[src/rtl/dbf_ctrl_pkg.sv]
// Shared types and constants for the DBF scanline controller and the channel bank.
// Holds the sequencer state enumeration and the phase-counter width helper.
package dbf_ctrl_pkg;

   localparam int DefAddrWd     = 10;
   localparam int DefDepth      = 1024;
   localparam int DefTxCycles   = 64;
   localparam int DefDeadCycles = 32;
   localparam int DefPipeLat    = 4;
   localparam int DefLineWd     = 8;

   typedef enum logic [2:0] {
      StIdle,
      StTx,
      StDead,
      StRx,
      StDrain,
      StDone
   } scanState_e;

   // A phase of length N reloads with N-1, so clog2 of the longest phase is enough;
   // the floor of one bit keeps the counter legal when every phase is a single cycle.
   function automatic int phaseCntWd(input int txCycles, input int deadCycles,
                                     input int depth, input int pipeLat);
      int longest;
      longest = txCycles;
      if (deadCycles > longest) longest = deadCycles;
      if (depth > longest) longest = depth;
      if (pipeLat > longest) longest = pipeLat;
      return (longest > 1) ? $clog2(longest) : 1;
   endfunction

endpackage

[src/rtl/dbf_scan_ctrl_if.sv]
// Request/status and channel-control bus between the scan FSM, the sequencer and the channel bank.
// The master modport belongs to the requester; the slave modport belongs to dbf_scan_ctrl.
interface dbf_scan_ctrl_if #(
   parameter int LINE_WD = 8,
   parameter int ADDR_WD = 10
);

   logic               scan_req;
   logic [LINE_WD-1:0] line_sel;
   logic               abort;
   logic               scan_ack;
   logic               busy;
   logic [LINE_WD-1:0] line_idx;
   logic               tx_en;
   logic               start;
   logic [ADDR_WD-1:0] dbf_lut_addr;
   logic               dbf_lut_we;
   logic               line_done;
   logic               line_aborted;

   modport master (
      output scan_req, line_sel, abort,
      input  scan_ack, busy, line_idx, tx_en, start,
      input  dbf_lut_addr, dbf_lut_we, line_done, line_aborted
   );

   modport slave (
      input  scan_req, line_sel, abort,
      output scan_ack, busy, line_idx, tx_en, start,
      output dbf_lut_addr, dbf_lut_we, line_done, line_aborted
   );

endinterface

[src/rtl/dbf_phase_timer.sv]
// Loadable down-counter that times every sequencer phase; zero_o marks the last cycle of a phase.
module dbf_phase_timer #(
   parameter int CNT_WD = 10
) (
   input  logic              clk,
   input  logic              rst,
   input  logic              load_i,
   input  logic [CNT_WD-1:0] loadVal_i,
   output logic              zero_o
);

   logic [CNT_WD-1:0] count_q;
   logic [CNT_WD-1:0] count_d;

   // Saturate at zero so an unloaded timer simply reports the end of phase.
   always_comb begin
      count_d = count_q;
      if (load_i) begin
         count_d = loadVal_i;
      end else if (count_q != '0) begin
         count_d = count_q - 1'b1;
      end
   end

   always_ff @(posedge clk) begin
      if (rst) begin
         count_q <= '0;
      end else begin
         count_q <= count_d;
      end
   end

   assign zero_o = (count_q == '0);

endmodule

[src/rtl/dbf_scan_ctrl.sv]
// Per-scanline sequencer: IDLE -> TX -> DEAD -> RX -> DRAIN -> DONE, all outputs registered.
// Build macro DBF_ABORT_EN adds abort handling and the line_aborted pulse.
module dbf_scan_ctrl
   import dbf_ctrl_pkg::*;
#(
   parameter int ADDR_WD     = DefAddrWd,
   parameter int DEPTH       = DefDepth,
   parameter int TX_CYCLES   = DefTxCycles,
   parameter int DEAD_CYCLES = DefDeadCycles,
   parameter int PIPE_LAT    = DefPipeLat,
   parameter int LINE_WD     = DefLineWd
) (
   input logic            clk,
   input logic            rst,
   dbf_scan_ctrl_if.slave bus
);

   localparam int CNT_WD = phaseCntWd(TX_CYCLES, DEAD_CYCLES, DEPTH, PIPE_LAT);

   localparam logic [CNT_WD-1:0] TxLoad    = CNT_WD'(TX_CYCLES - 1);
   localparam logic [CNT_WD-1:0] DeadLoad  = CNT_WD'(DEAD_CYCLES - 1);
   localparam logic [CNT_WD-1:0] RxLoad    = CNT_WD'(DEPTH - 1);
   localparam logic [CNT_WD-1:0] DrainLoad = CNT_WD'(PIPE_LAT - 1);

   scanState_e         state_q;
   scanState_e         state_d;
   logic               timerLoad;
   logic               timerZero;
   logic [CNT_WD-1:0]  timerLoadVal;

   logic               scanAck_q,   scanAck_d;
   logic               busy_q,      busy_d;
   logic [LINE_WD-1:0] lineIdx_q,   lineIdx_d;
   logic               txEn_q,      txEn_d;
   logic               start_q,     start_d;
   logic [ADDR_WD-1:0] lutAddr_q,   lutAddr_d;
   logic               lutWe_q,     lutWe_d;
   logic               lineDone_q,  lineDone_d;
`ifdef DBF_ABORT_EN
   logic               abortHit;
   logic               lineAborted_q;
`endif

   dbf_phase_timer #(
      .CNT_WD (CNT_WD)
   ) u_phaseTimer (
      .clk       (clk),
      .rst       (rst),
      .load_i    (timerLoad),
      .loadVal_i (timerLoadVal),
      .zero_o    (timerZero)
   );

   // Next state, timer reload on every state change, and the registered output values.
   always_comb begin
      state_d      = state_q;
      timerLoadVal = '0;

      unique case (state_q)
         StIdle:  if (bus.scan_req) state_d = StTx;
         StTx:    if (timerZero) state_d = StDead;
         StDead:  if (timerZero) state_d = StRx;
         StRx:    if (timerZero) state_d = StDrain;
         StDrain: if (timerZero) state_d = StDone;
         StDone:  state_d = StIdle;
         default: state_d = StIdle;
      endcase

`ifdef DBF_ABORT_EN
      // DONE is excluded so a completed line always reports line_done.
      abortHit = 1'b0;
      if (bus.abort && (state_q != StIdle) && (state_q != StDone)) begin
         abortHit = 1'b1;
         state_d  = StIdle;
      end
`endif

      case (state_d)
         StTx:    timerLoadVal = TxLoad;
         StDead:  timerLoadVal = DeadLoad;
         StRx:    timerLoadVal = RxLoad;
         StDrain: timerLoadVal = DrainLoad;
         default: timerLoadVal = '0;
      endcase
      timerLoad = (state_d != state_q);

      scanAck_d  = (state_q == StIdle) && (state_d == StTx);
      lineIdx_d  = scanAck_d ? bus.line_sel : lineIdx_q;
      busy_d     = (state_d != StIdle);
      txEn_d     = (state_d == StTx);
      start_d    = (state_d == StRx) || (state_d == StDrain);
      lutWe_d    = (state_d == StRx);
      lineDone_d = (state_d == StDone);

      // The address only advances while staying in RX, so DEPTH-1 is held into DRAIN without wrapping.
      if (state_d == StRx) begin
         lutAddr_d = (state_q == StRx) ? lutAddr_q + 1'b1 : '0;
      end else if (state_d == StDrain) begin
         lutAddr_d = lutAddr_q;
      end else begin
         lutAddr_d = '0;
      end
   end

   // State and output registers.
   always_ff @(posedge clk) begin
      if (rst) begin
         state_q    <= StIdle;
         scanAck_q  <= 1'b0;
         busy_q     <= 1'b0;
         lineIdx_q  <= '0;
         txEn_q     <= 1'b0;
         start_q    <= 1'b0;
         lutAddr_q  <= '0;
         lutWe_q    <= 1'b0;
         lineDone_q <= 1'b0;
      end else begin
         state_q    <= state_d;
         scanAck_q  <= scanAck_d;
         busy_q     <= busy_d;
         lineIdx_q  <= lineIdx_d;
         txEn_q     <= txEn_d;
         start_q    <= start_d;
         lutAddr_q  <= lutAddr_d;
         lutWe_q    <= lutWe_d;
         lineDone_q <= lineDone_d;
      end
   end

`ifdef DBF_ABORT_EN
   always_ff @(posedge clk) begin
      if (rst) begin
         lineAborted_q <= 1'b0;
      end else begin
         lineAborted_q <= abortHit;
      end
   end

   assign bus.line_aborted = lineAborted_q;
`else
   logic unusedAbort;
   assign unusedAbort      = bus.abort;
   assign bus.line_aborted = 1'b0;
`endif

   assign bus.scan_ack     = scanAck_q;
   assign bus.busy         = busy_q;
   assign bus.line_idx     = lineIdx_q;
   assign bus.tx_en        = txEn_q;
   assign bus.start        = start_q;
   assign bus.dbf_lut_addr = lutAddr_q;
   assign bus.dbf_lut_we   = lutWe_q;
   assign bus.line_done    = lineDone_q;

endmodule
[src/flat_wrapper.sv]
// flat-port wrapper written by rule: the top's interface ports become plain ports
module dbf_scan_ctrl_flat import dbf_ctrl_pkg::*;
#(
   parameter int ADDR_WD     = DefAddrWd,
   parameter int DEPTH       = DefDepth,
   parameter int TX_CYCLES   = DefTxCycles,
   parameter int DEAD_CYCLES = DefDeadCycles,
   parameter int PIPE_LAT    = DefPipeLat,
   parameter int LINE_WD     = DefLineWd
)
  (clk, rst, bus_scan_req, bus_line_sel, bus_abort, bus_scan_ack, bus_busy, bus_line_idx, bus_tx_en, bus_start, bus_dbf_lut_addr, bus_dbf_lut_we, bus_line_done, bus_line_aborted);
  dbf_scan_ctrl_if #(.LINE_WD(LINE_WD), .ADDR_WD(ADDR_WD)) bus_i ();
  input logic clk;
  input logic rst;
  input wire logic [$bits(bus_i.scan_req)-1:0] bus_scan_req;
  input wire logic [$bits(bus_i.line_sel)-1:0] bus_line_sel;
  input wire logic [$bits(bus_i.abort)-1:0] bus_abort;
  output wire logic [$bits(bus_i.scan_ack)-1:0] bus_scan_ack;
  output wire logic [$bits(bus_i.busy)-1:0] bus_busy;
  output wire logic [$bits(bus_i.line_idx)-1:0] bus_line_idx;
  output wire logic [$bits(bus_i.tx_en)-1:0] bus_tx_en;
  output wire logic [$bits(bus_i.start)-1:0] bus_start;
  output wire logic [$bits(bus_i.dbf_lut_addr)-1:0] bus_dbf_lut_addr;
  output wire logic [$bits(bus_i.dbf_lut_we)-1:0] bus_dbf_lut_we;
  output wire logic [$bits(bus_i.line_done)-1:0] bus_line_done;
  output wire logic [$bits(bus_i.line_aborted)-1:0] bus_line_aborted;
  assign bus_i.scan_req = bus_scan_req;
  assign bus_i.line_sel = bus_line_sel;
  assign bus_i.abort = bus_abort;
  assign bus_scan_ack = bus_i.scan_ack;
  assign bus_busy = bus_i.busy;
  assign bus_line_idx = bus_i.line_idx;
  assign bus_tx_en = bus_i.tx_en;
  assign bus_start = bus_i.start;
  assign bus_dbf_lut_addr = bus_i.dbf_lut_addr;
  assign bus_dbf_lut_we = bus_i.dbf_lut_we;
  assign bus_line_done = bus_i.line_done;
  assign bus_line_aborted = bus_i.line_aborted;
  dbf_scan_ctrl #(.ADDR_WD(ADDR_WD), .DEPTH(DEPTH), .TX_CYCLES(TX_CYCLES), .DEAD_CYCLES(DEAD_CYCLES), .PIPE_LAT(PIPE_LAT), .LINE_WD(LINE_WD)) u_core (.clk(clk), .rst(rst), .bus(bus_i));
endmodule
[config.mk]
export PLATFORM = sky130hd
export DESIGN_NAME = dbf_scan_ctrl_flat
export DESIGN_NICKNAME = d
export VERILOG_FILES = /design/src/rtl/dbf_ctrl_pkg.sv /design/src/rtl/dbf_scan_ctrl_if.sv /design/src/rtl/dbf_phase_timer.sv /design/src/rtl/dbf_scan_ctrl.sv /design/src/flat_wrapper.sv
export SDC_FILE = /design/constraint.sdc
export NUM_CORES = 1
export LEC_CHECK = 0
export CAP_MARGIN = 40
export CORE_MARGIN = 3
export CORE_UTILIZATION = 54
export CTS_BUF_LIST = sky130_fd_sc_hd__clkbuf_16
export DETAILED_ROUTE_END_ITERATION = 6
export PLACE_DENSITY = 0.83
export SETUP_SLACK_MARGIN = 0.05
export SLEW_MARGIN = 20
export SYNTH_ARGS = -nofsm -noshare
export SYNTH_HDL_FRONTEND = slang
export SYNTH_SLANG_ARGS = --single-unit
[constraint.sdc]
create_clock -name clk -period 3.3 [get_ports clk]
set_input_delay 0.825 -clock clk [delete_from_list [all_inputs] [get_ports clk]]
set_output_delay 0.825 -clock clk [all_outputs]
set_load 0.03 [all_outputs]
; ---- After elaboration in Yosys (flattened, before gate mapping)
; Index checks and enable logic that the tools add are counted.
[totals]
input_bits = 12
reg_bits = 37
elab_cells = 42
[op_classes]
reduce_logical = 7
n_eq_ne = 11
addsub = 2
n_mux = 12
[op_table]
columns = cell, count
row1 = $mux W10, 5
row2 = $pmux W10 S4, 1
row3 = $mux W3, 5
row4 = $pmux W3 S5, 1
row5 = $eq A3 B2 Y1 const B, 4
row6 = $add A10 B1 Y10 const B, 1
row7 = $logic_not A10 Y1, 1
row8 = $reduce_bool A10 Y1, 1
row9 = $sub A10 B1 Y10 const B, 1
row10 = $eq A3 B3 Y1 const B, 3
row11 = $eq A3 B1 Y1 const B, 2
row12 = $logic_not A3 Y1, 1
row13 = $ne A3 B3 Y1, 1
row14 = $reduce_bool A3 Y1, 1
row15 = $ne A2 B1 Y1 const B, 1
row16 = $reduce_bool A2 Y1, 1
row17 = $logic_and A1 B1 Y1, 1
row18 = $logic_or A1 B1 Y1, 1

; ---- Longest topological paths before layout
; Gate-level depths: netlist (run 1).
[depth]
depth_word = 6
depth_mapped = 7
mapped_depth_nobuf = 6

; ---- Modules after synthesis
; From an unflattened synthesis (run 1), not the netlist that was laid out.
[unflattened]
cells_unflattened = 212
hier_area_um2 = 1864.3
[by_module_without_submodules]
columns = module, cells_per_inst, area_per_inst_um2, instances, seq_area_each_um2
row1 = dbf_scan_ctrl, 139, 1251.2, 1, 540.5
row2 = dbf_phase_timer, 73, 613.1, 1, 200.2

; ---- Worst setup path after synthesis (run 1)
; No wires, ideal clock.
[synth_timing]
path_kind = register to register
from = register u_core.u_phaseTimer.count_q[0]
to = register u_core.u_phaseTimer.count_q[8]
synth_period_minus_slack_ns = 2.123
arrival_time_ns = 2.006
path_stages_with_launch = 8
path_slack_ns = 1.177
n_path_buf = 1
required_time_ns = 3.184
path_cell_list = dfxtp_1 inv_1 ha_1 or4b_4 buf_6 o41a_1 or4_1 o211a_1
[synth_via]
elab_chain_len = 6
word_cells_on_any_way = 17
[synth_lines]
columns = element, line_no
row1 = "start, declared", dbf_phase_timer.sv:12  ; logic [CNT_WD-1:0] count_q;
row2 = "start signal, assigned", dbf_phase_timer.sv:29  ; count_q <= count_d;
row3 = $logic_not A10 Y1, dbf_phase_timer.sv:33  ; assign zero_o = (count_q == '0);
row4 = "$mux W3, on equally long branches", n/a
row5 = $pmux W3 S5, dbf_scan_ctrl.sv:59  ; unique case (state_q)
row6 = $eq A3 B3 Y1 (tied with other cells), dbf_scan_ctrl.sv:78  ; case (state_d)
row7 = $pmux W10 S4, dbf_scan_ctrl.sv:78
row8 = $mux W10, dbf_phase_timer.sv:18  ; if (load_i) begin
; Parallel ways exist; a longest one is shown, timed or not. The select of a mux whose other input is x is not followed.
; A chain may end at the register's enable or synchronous reset.

; ---- Final worst setup path (run 1)
[layout_timing]
from = input bus_scan_req
to = register u_core.u_phaseTimer.count_q[8]
[layout_via]
elab_chain_len = 5
word_cells_on_any_way = 10
[layout_lines]
columns = element, line_no
row1 = "start, declared", flat_wrapper.sv:15  ; input wire logic [$bits(bus_i.scan_req)-1:0] bus_scan_req;
row2 = $mux W3 (*), dbf_scan_ctrl.sv:60  ; StIdle: if (bus.scan_req) state_d = StTx;
row3 = $pmux W3 S5 (*), dbf_scan_ctrl.sv:59
row4 = $eq A3 B3 Y1 (tied with other cells), dbf_scan_ctrl.sv:78
row5 = $pmux W10 S4, dbf_scan_ctrl.sv:78
row6 = $mux W10, dbf_phase_timer.sv:18
; Mark *: on every way between the ends. The rest lies on a longest branch, timed or not.

==> run summary, run 1 <==
Outcome - complete, no violations
Crit path DAT - 2.58 ns
VDD IR max - 442.1 uV
Hold bufs inserted after CTS - 0
Clk slew on worst S/H paths - 0.06 ns
# diodes - 0
Flop pwr share - 0.403
Initial antenna violation count - 0
Total Power - 1.373 mW
Relative slew slack - 0.4850
IO buf count - 34
Clk_skew - 0.005729 ns
Worst hold path class - reg -> reg
Tmin final - 2.413 ns
Clock sinks - 37
Post-CTS setup buffer count - 0
Number of synthesized flops with an enable pin - 0
Die ar. - 0.004070 sq mm
Average size of a mapped cell - 8.674 sq um
Skew-Pair Late Insertion Delay - 0.28 ns
Worst path cell trace - clkdlybuf4s50_1, nor4_2, o21ba_2, or4_1, o211a_1
Row count - 20
Vias in the first global route - 1577
Placed inst area - 0.002147 sq mm
Share of the yosys chip area belonging to registers - 0.4105
Crit path kind - in -> reg
Detail Route Antenna Nets - 0
Max-slew violation count - 0
CORE AREA - 0.003128 sq mm
Clock Path Buffers - 2
CP peak stage delay - 0.51 ns
Fraction of layout cells with a size suffix above 1 - 0.07950
DRC errors left - 0
Cts repair resizes - 0
Vias per Instance - 5.876
Slew at the pin closest to its max-slew limit - 0.7618 ns
Met3 WL - 190 microns
Critical path required time - 3.47 ns
Post-Route WL - 4.018 mm
Synthesis-stage register bit count - 37
GRT overflow - 0
# setup viols final - 0
Post-Synthesis Cells - 208
CTS tree - done
Critical path capture point type - register
Total CTS buffers - 5
Most common cell in the netlist - dfxtp_1
Gr usage total - 0.2165
Yosys warnings - 0
Detailed Route Iter0 Violations - 141
# Max-Cap Violations - 0
Area delta synth->final - 26.91%
Synth area leader - dfxtp_1
Fill cell count - 243
Unique masters post-synth - 48
Worst setup margin - 0.8871 ns
CP max FO - 5
DIE HEIGHT - 63.80 microns
Combinational share of power - 0.272
H-tree Lvls - 2
Final HPWL DP - 2.764 mm
Setup crit start kind - input pin
Share of the synthesized area in the top cell type - 0.4105
Top_reg_cell synth - dfxtp_1
Slowest CP cell - or4_1
Top cells by count, synth - dfxtp_1, nand2_1, a21oi_1, nor2_1, nor3_1
Via count - 1663
Synth area leaders - dfxtp_1, nand2_1, a21oi_1, xnor2_1, o21a_1
CTS Root Buffer Type - clkbuf_16
Fin area - 0.002290 sq mm
Global-route wire length before repair - 7.065 mm
Width of the die - 63.80 microns
Post-place setup slack - 0.6212 ns
Internal - 922.0 uW
DRT Pass-1 Iters - 4
Ys async rst share - 0
Lkg Pwr - 0.8587 nW
Total negative slack - 0 ns
NetSw - 451.2 uW
WL met2 - 1.911 mm
Clock power share - 0.326
I/O pin cnt - 37
Fin crit share - 0.7312
Nets - 252
Initial core utilization - 0.5768
Placed cell count - 275
Fmax - 414.4 MHz
Final hold vios - 0
Synthesized net count - 222
Post-Synthesis Cell Area - 0.001804 sq mm
Post-Layout Cell Count - 283
M1 wire length - 1.836 mm
Max layer used - met4
Power Dens Cells - 599.7 mW/mm^2
GP Congestion - 0.8590
Wirelength per Cell - 14.20 microns
Net Sw Frac - 0.3286
Largest net degree at the start of global routing - 22
RSZ-0062 raised after global routing - no
==> power groups by stage <==
stage	Sequential [mW]	Combinational [mW]	Clock, mW
floorplan	0.561	0.282	0
global placement	0.556	0.360	0
detailed placement	0.560	0.367	0
CTS	0.551	0.370	0.456
global route	0.558	0.416	0.478
finish	0.553	0.373	0.447
==> final timing paths <==
path | endpoint | start | cells past startpoint | slack [ns]
worst max-delay path | u_core.u_phaseTimer.count_q[8]$_SDFFE_PP0P_ | bus_scan_req | 5 | 0.89
worst min-delay path | u_core.bus.line_idx[2]$_SDFFE_PP0P_ | u_core.bus.line_idx[2]$_SDFFE_PP0P_ | 2 | 0.45
worst max register to register | u_core.u_phaseTimer.count_q[0]$_SDFFE_PP0P_ | u_core.u_phaseTimer.count_q[0]$_SDFFE_PP0P_ | 6 | 0.99
worst min register to register | u_core.bus.line_idx[2]$_SDFFE_PP0P_ | u_core.bus.line_idx[2]$_SDFFE_PP0P_ | 2 | 0.45
==> layout by cell type, fill, tap and decap left out, types with 2 or more instances in the layout <==
cell             instances
xnor2_1                  7
ha_1                     2
or3_1                    2
nor4_2                   2
clkdlybuf4s50_1         34
clkbuf_16                5
a221o_1                  3
a21o_1                   2
nor3_1                  10
a21oi_1                 15
nand3_1                  8
dfxtp_1                 37
or4_1                    2
and3_1                   5
a31oi_1                  3
nand2_1                 24
a211oi_1                 2
a211o_1                  2
nor4_1                   6
nand2b_1                 2
a22o_1                   3
inv_1                    6
nor2_1                  12
o21a_1                   7
and2_1                   3
nand4_1                  3
o31ai_1                  3
o21ai_0                  6
==> worst max-delay path: cells and delay by family <==
family / cells / cell delay [ns]
AOI/OAI and AO/OA: 2 / 0.40
buffers and inverters: 1 / 0.48
and+or+nand+nor: 2 / 0.87
==> routing by layer <==
layer  GRT usage  vias up
met5           0        -
met4     0.09973        0
met3     0.03515       11
met2      0.3484       61
met1      0.2826      764
li1            -      827
==> flip-flops by register name (all words and copies together), names as in the netlist <==
| name | flops |
|---|---|
| u_core.bus.dbf_lut_addr | 10 |
| u_core.u_phaseTimer.count_q | 10 |
| u_core.bus.line_idx | 8 |
| u_core.state_q | 3 |
| u_core.bus.busy | 1 |
| u_core.bus.dbf_lut_we | 1 |
| u_core.bus.line_done | 1 |
| u_core.bus.scan_ack | 1 |
| u_core.bus.start | 1 |
| u_core.bus.tx_en | 1 |
==> cell type report <==
class	count	area (sq um)	share of cell area
repair buffers	35	347.8	0.1519
clock inverters	3	17.52	0.007650
flip-flops and latches	37	740.7	0.3235
inverters	6	22.52	0.009836
well taps	44	55.05	0.02404
multi-input cells	153	980.9	0.4284
clock buffers	5	125.1	0.05464
==> kinds of logic (layout without fill, tap and decap cells) <==
logic type,count (synthesis),count (layout),share of synthesized area
flops,37,37,0.4105
fa+ha+maj,2,2,0.01387
xor+xnor,7,7,0.03398
other cells,1,1,0.002078
buf+inv,18,49,0.04576
simple gates,87,87,0.2628
compound gates,56,56,0.2309
==> per-stage QoR <==
stage	hold WS, ns	utilization
global placement	0.4418	0.6864
global route	0.4776	0.7320
detailed placement	0.4465	0.6864
CTS	0.4540	0.7320
floorplan	0.5535	-
finish	0.4529	0.7320
No activity file was read; power rests on OpenSTA's default activity.
==> inputs of run 2 (changes only) <==
- CORE_UTILIZATION: 54 -> 46
- PLACE_DENSITY: 0.83 -> 0.76
- clock period: 3.3 -> 2.1 ns (I/O delays scaled with it)
==> run 2 against run 1 <==
Net effect:
- hold slack is essentially flat
- global-route usage shrank 0.49 points
- design area grew 11%
- sequential cell count is the same
- critical endpoint is now u_core.bus.dbf_lut_addr[8]$_SDFFE_PP0P_
- largest power group unchanged
==> run summary, run 2 (same netlist as run 1, synthesis figures left out) <==
Outcome - complete, no violations
Fmax - 485.8 MHz
Most common cell after layout, fill and taps aside - dfxtp_1
Lkg Pwr - 0.9940 nW (+16%)
Placed inst area - 0.002337 sq mm (+8.9%)
Placed cell count - 301 (+9.5%)
Worst hold path class - reg -> reg
DRC errors left - 0 (unchanged)
Hold_sp - u_core.bus.line_idx[6]$_SDFFE_PP0P_
Most frequent cells in the layout - dfxtp_1, clkdlybuf4s50_1, buf_4
DRT Pass-1 Iters - 4 (unchanged)
Met2 Track Usage GR - 0.3802 (+0.03183)
Tmin final - 2.058 ns
Area occupied by multi-input gates - 0.001027 sq mm (+4.7%)
RSZ-0062 raised after global routing - yes
Max-slew violation count - 0 (unchanged)
Combinational share of power - 0.350 (+0.078)
Crit path buffers/inverters - 2 (+1)
CTS Root Buffer Type - clkbuf_16
Fin crit share - 0.9802
Largest net degree at the start of global routing - 21 (-4.5%)
FF+latch area - 743.2 sq um (+0.34%)
Global-route wire length before repair - 7.355 mm (+4.1%)
Final hold vios - 0 (unchanged)
Fill cell count - 303 (+25%)
Flop pwr share - 0.351 (-0.052)
Slowest CP cell - or4b_4
Grt met3 use - 0.05348 (+0.01834)
Critical path capture point type - register
IO buf count - 34 (unchanged)
Clk slew on worst S/H paths - 0.06 ns (about the same)
I/O pin cnt - 37 (unchanged)
Total negative slack - 0 ns (unchanged)
Vias per Instance - 5.629 (-4.2%)
Final HPWL DP - 3.140 mm (+14%)
Via count - 1773 (+6.6%)
Critical register-to-register path startpoint - u_core.u_phaseTimer.count_q[1]$_SDFFE_PP0P_
Power Dens Cells - 943.7 mW/mm^2 (+57%)
Crit path kind - reg -> reg
Clk_skew - 0.007493 ns (+0.001764 ns)
Reg2Reg Setup Slack - 0.04 ns (-0.95 ns)
Clock power share - 0.299 (-0.027)
Layout Utilization - 0.6862 (-0.04580)
Row count - 22 (+10%)
Width of the die - 68.63 microns (+7.6%)
CP delay by family, top - simple AND/OR/NAND/NOR gates
Wirelength per Cell - 15.59 microns (+9.8%)
Vias in the first global route - 1632 (+3.5%)
Die ar. - 0.004709 sq mm (+16%)
DIE HEIGHT - 68.63 microns (+7.6%)
Fraction of layout cells with a size suffix above 1 - 0.1985 (+0.1190)
CP max FO - 8 (+3)
CTS tree - done
Area delta synth->final - 41.33%
Initial antenna violation count - 0 (unchanged)
Crit path DAT - 2.23 ns (-0.35 ns)
# setup viols final - 0 (unchanged)
Fin area - 0.002550 sq mm (+11%)
VDD IR max - 647.3 uV (+46%)
Post-Route WL - 4.912 mm (+22%)
Clock Path Buffers - 2 (unchanged)
CORE AREA - 0.003716 sq mm (+19%)
Initial core utilization - 0.4855 (-0.09128)
Critical path required time - 2.27 ns (-1.20 ns)
NetSw - 796.7 uW (+77%)
GP Congestion - 0.8454 (-1.6%)
Setup crit start kind - register
Clock sinks - 37 (unchanged)
CP peak stage delay - 0.54 ns (+0.03 ns)
R2R Path End - u_core.bus.dbf_lut_addr[8]$_SDFFE_PP0P_
Post-Layout Cell Count - 315 (+11%)
Worst reg-to-reg path cell count - 7 (+1)
# diodes - 0 (unchanged)
Skew-Pair Late Insertion Delay - 0.28 ns (about the same)
Net Sw Frac - 0.3310 (+0.002471)
Detail Route Antenna Nets - 0 (unchanged)
Total CTS buffers - 5 (unchanged)
# Max-Cap Violations - 0 (unchanged)
Gr usage total - 0.2116 (-0.004870)
Met1 usage - 0.2408 (-0.04176)
GRT overflow - 0 (unchanged)
GR peak layer - met2
Nets - 280 (+11%)
H-tree Lvls - 2 (unchanged)
Hold EP - u_core.bus.line_idx[6]$_SDFFE_PP0P_
Internal - 1.610 mW (+75%)
Worst path cell trace - inv_2, ha_4, or4b_4, buf_6, nor3_4, o22ai_4, a221o_1
Detailed Route Iter0 Violations - 110 (-22%)
Hold Path Depth - 2 (unchanged)
run 2: cell types whose count changed in the layout (fill, tap and decap cells not counted), sizes merged:
cell,previous run,this run
buf,1,28
o22ai,1,2
run 2: area by class of cell:
type | instances | area share
clock buffers | 5 | 0.04907
inverters | 6 | 0.008832
clock inverters | 3 | 0.006869
repair buffers | 62 | 0.2174
multi-input cells | 154 | 0.4028
flip-flops and latches | 37 | 0.2915
well taps | 48 | 0.02355
run 2: worst max-delay path by stage:
| stage | startpoint | to | slack [ns] | depth (start not counted) |
|---|---|---|---|---|
| after floorplan | u_core.u_phaseTimer.count_q[0]$_SDFFE_PP0P_ | u_core.u_phaseTimer.count_q[8]$_SDFFE_PP0P_ | 0.06 | 7 |
| after global placement | bus_scan_req | u_core.u_phaseTimer.count_q[8]$_SDFFE_PP0P_ | 0.008 | 5 |
| after detailed placement | bus_scan_req | u_core.u_phaseTimer.count_q[8]$_SDFFE_PP0P_ | -0.01 | 5 |
| after CTS | u_core.u_phaseTimer.count_q[1]$_SDFFE_PP0P_ | u_core.u_phaseTimer.count_q[4]$_SDFFE_PP0P_ | 0.06 | 8 |
| after global routing | u_core.u_phaseTimer.count_q[1]$_SDFFE_PP0P_ | u_core.bus.dbf_lut_addr[8]$_SDFFE_PP0P_ | -0.02 | 7 |
| final | u_core.u_phaseTimer.count_q[1]$_SDFFE_PP0P_ | u_core.bus.dbf_lut_addr[8]$_SDFFE_PP0P_ | 0.04 | 7 |
run 2: power by group through the flow:
| stage | registers, mW | logic [mW] | clock network (mW) |
|---|---|---|---|
| floorplan | 0.885 | 0.456 | 0 |
| global placement | 0.853 | 0.747 | 0 |
| detailed placement | 0.855 | 0.761 | 0 |
| CTS | 0.842 | 0.780 | 0.727 |
| global route | 0.854 | 0.905 | 0.755 |
| finish | 0.845 | 0.843 | 0.718 |
run 2: what timing repair did:
action	CTS	global route
gates resized for setup	0	3
hold buffers	0	0
endpoints found under the setup margin	1	15
setup buffers	0	5
endpoints found under the hold margin	0	0
gates cloned	0	1
pin swaps	1	6
run 2: per-stage QoR:
stage                     hold slack, ns  setup WS, ns  total power [mW]
after floorplan                   0.5387       0.05586             1.342
after global placement            0.4411      0.008337             1.600
after detailed placement          0.4478      -0.01242             1.616
after CTS                         0.4549       0.05906             2.349
after global routing              0.4761      -0.01517             2.515
final                             0.4530       0.04168             2.407
run 2: routing by layer:
| layer | routed length, microns | part of all wire |
|---|---|---|
| met1 | 2093 | 0.43 |
| met2 | 2527 | 0.51 |
| met3 | 242 | 0.049 |
| met4 | 48 | 0.0098 |
| met5 | 0 | 0 |
run 2: worst register-to-register path: stages, from the launching register on:
cell	delay, ns
dfxtp_2	0.32
inv_2	0.07
ha_4	0.13
or4b_4	0.54
buf_6	0.16
nor3_4	0.25
o22ai_4	0.15
a221o_1	0.33
==> inputs of run 3 (changes only) <==
- GPL_ROUTABILITY_DRIVEN: unset -> 1
==> results of run 3 <==
Final layout, timing and power as in run 2 (identical DEF).
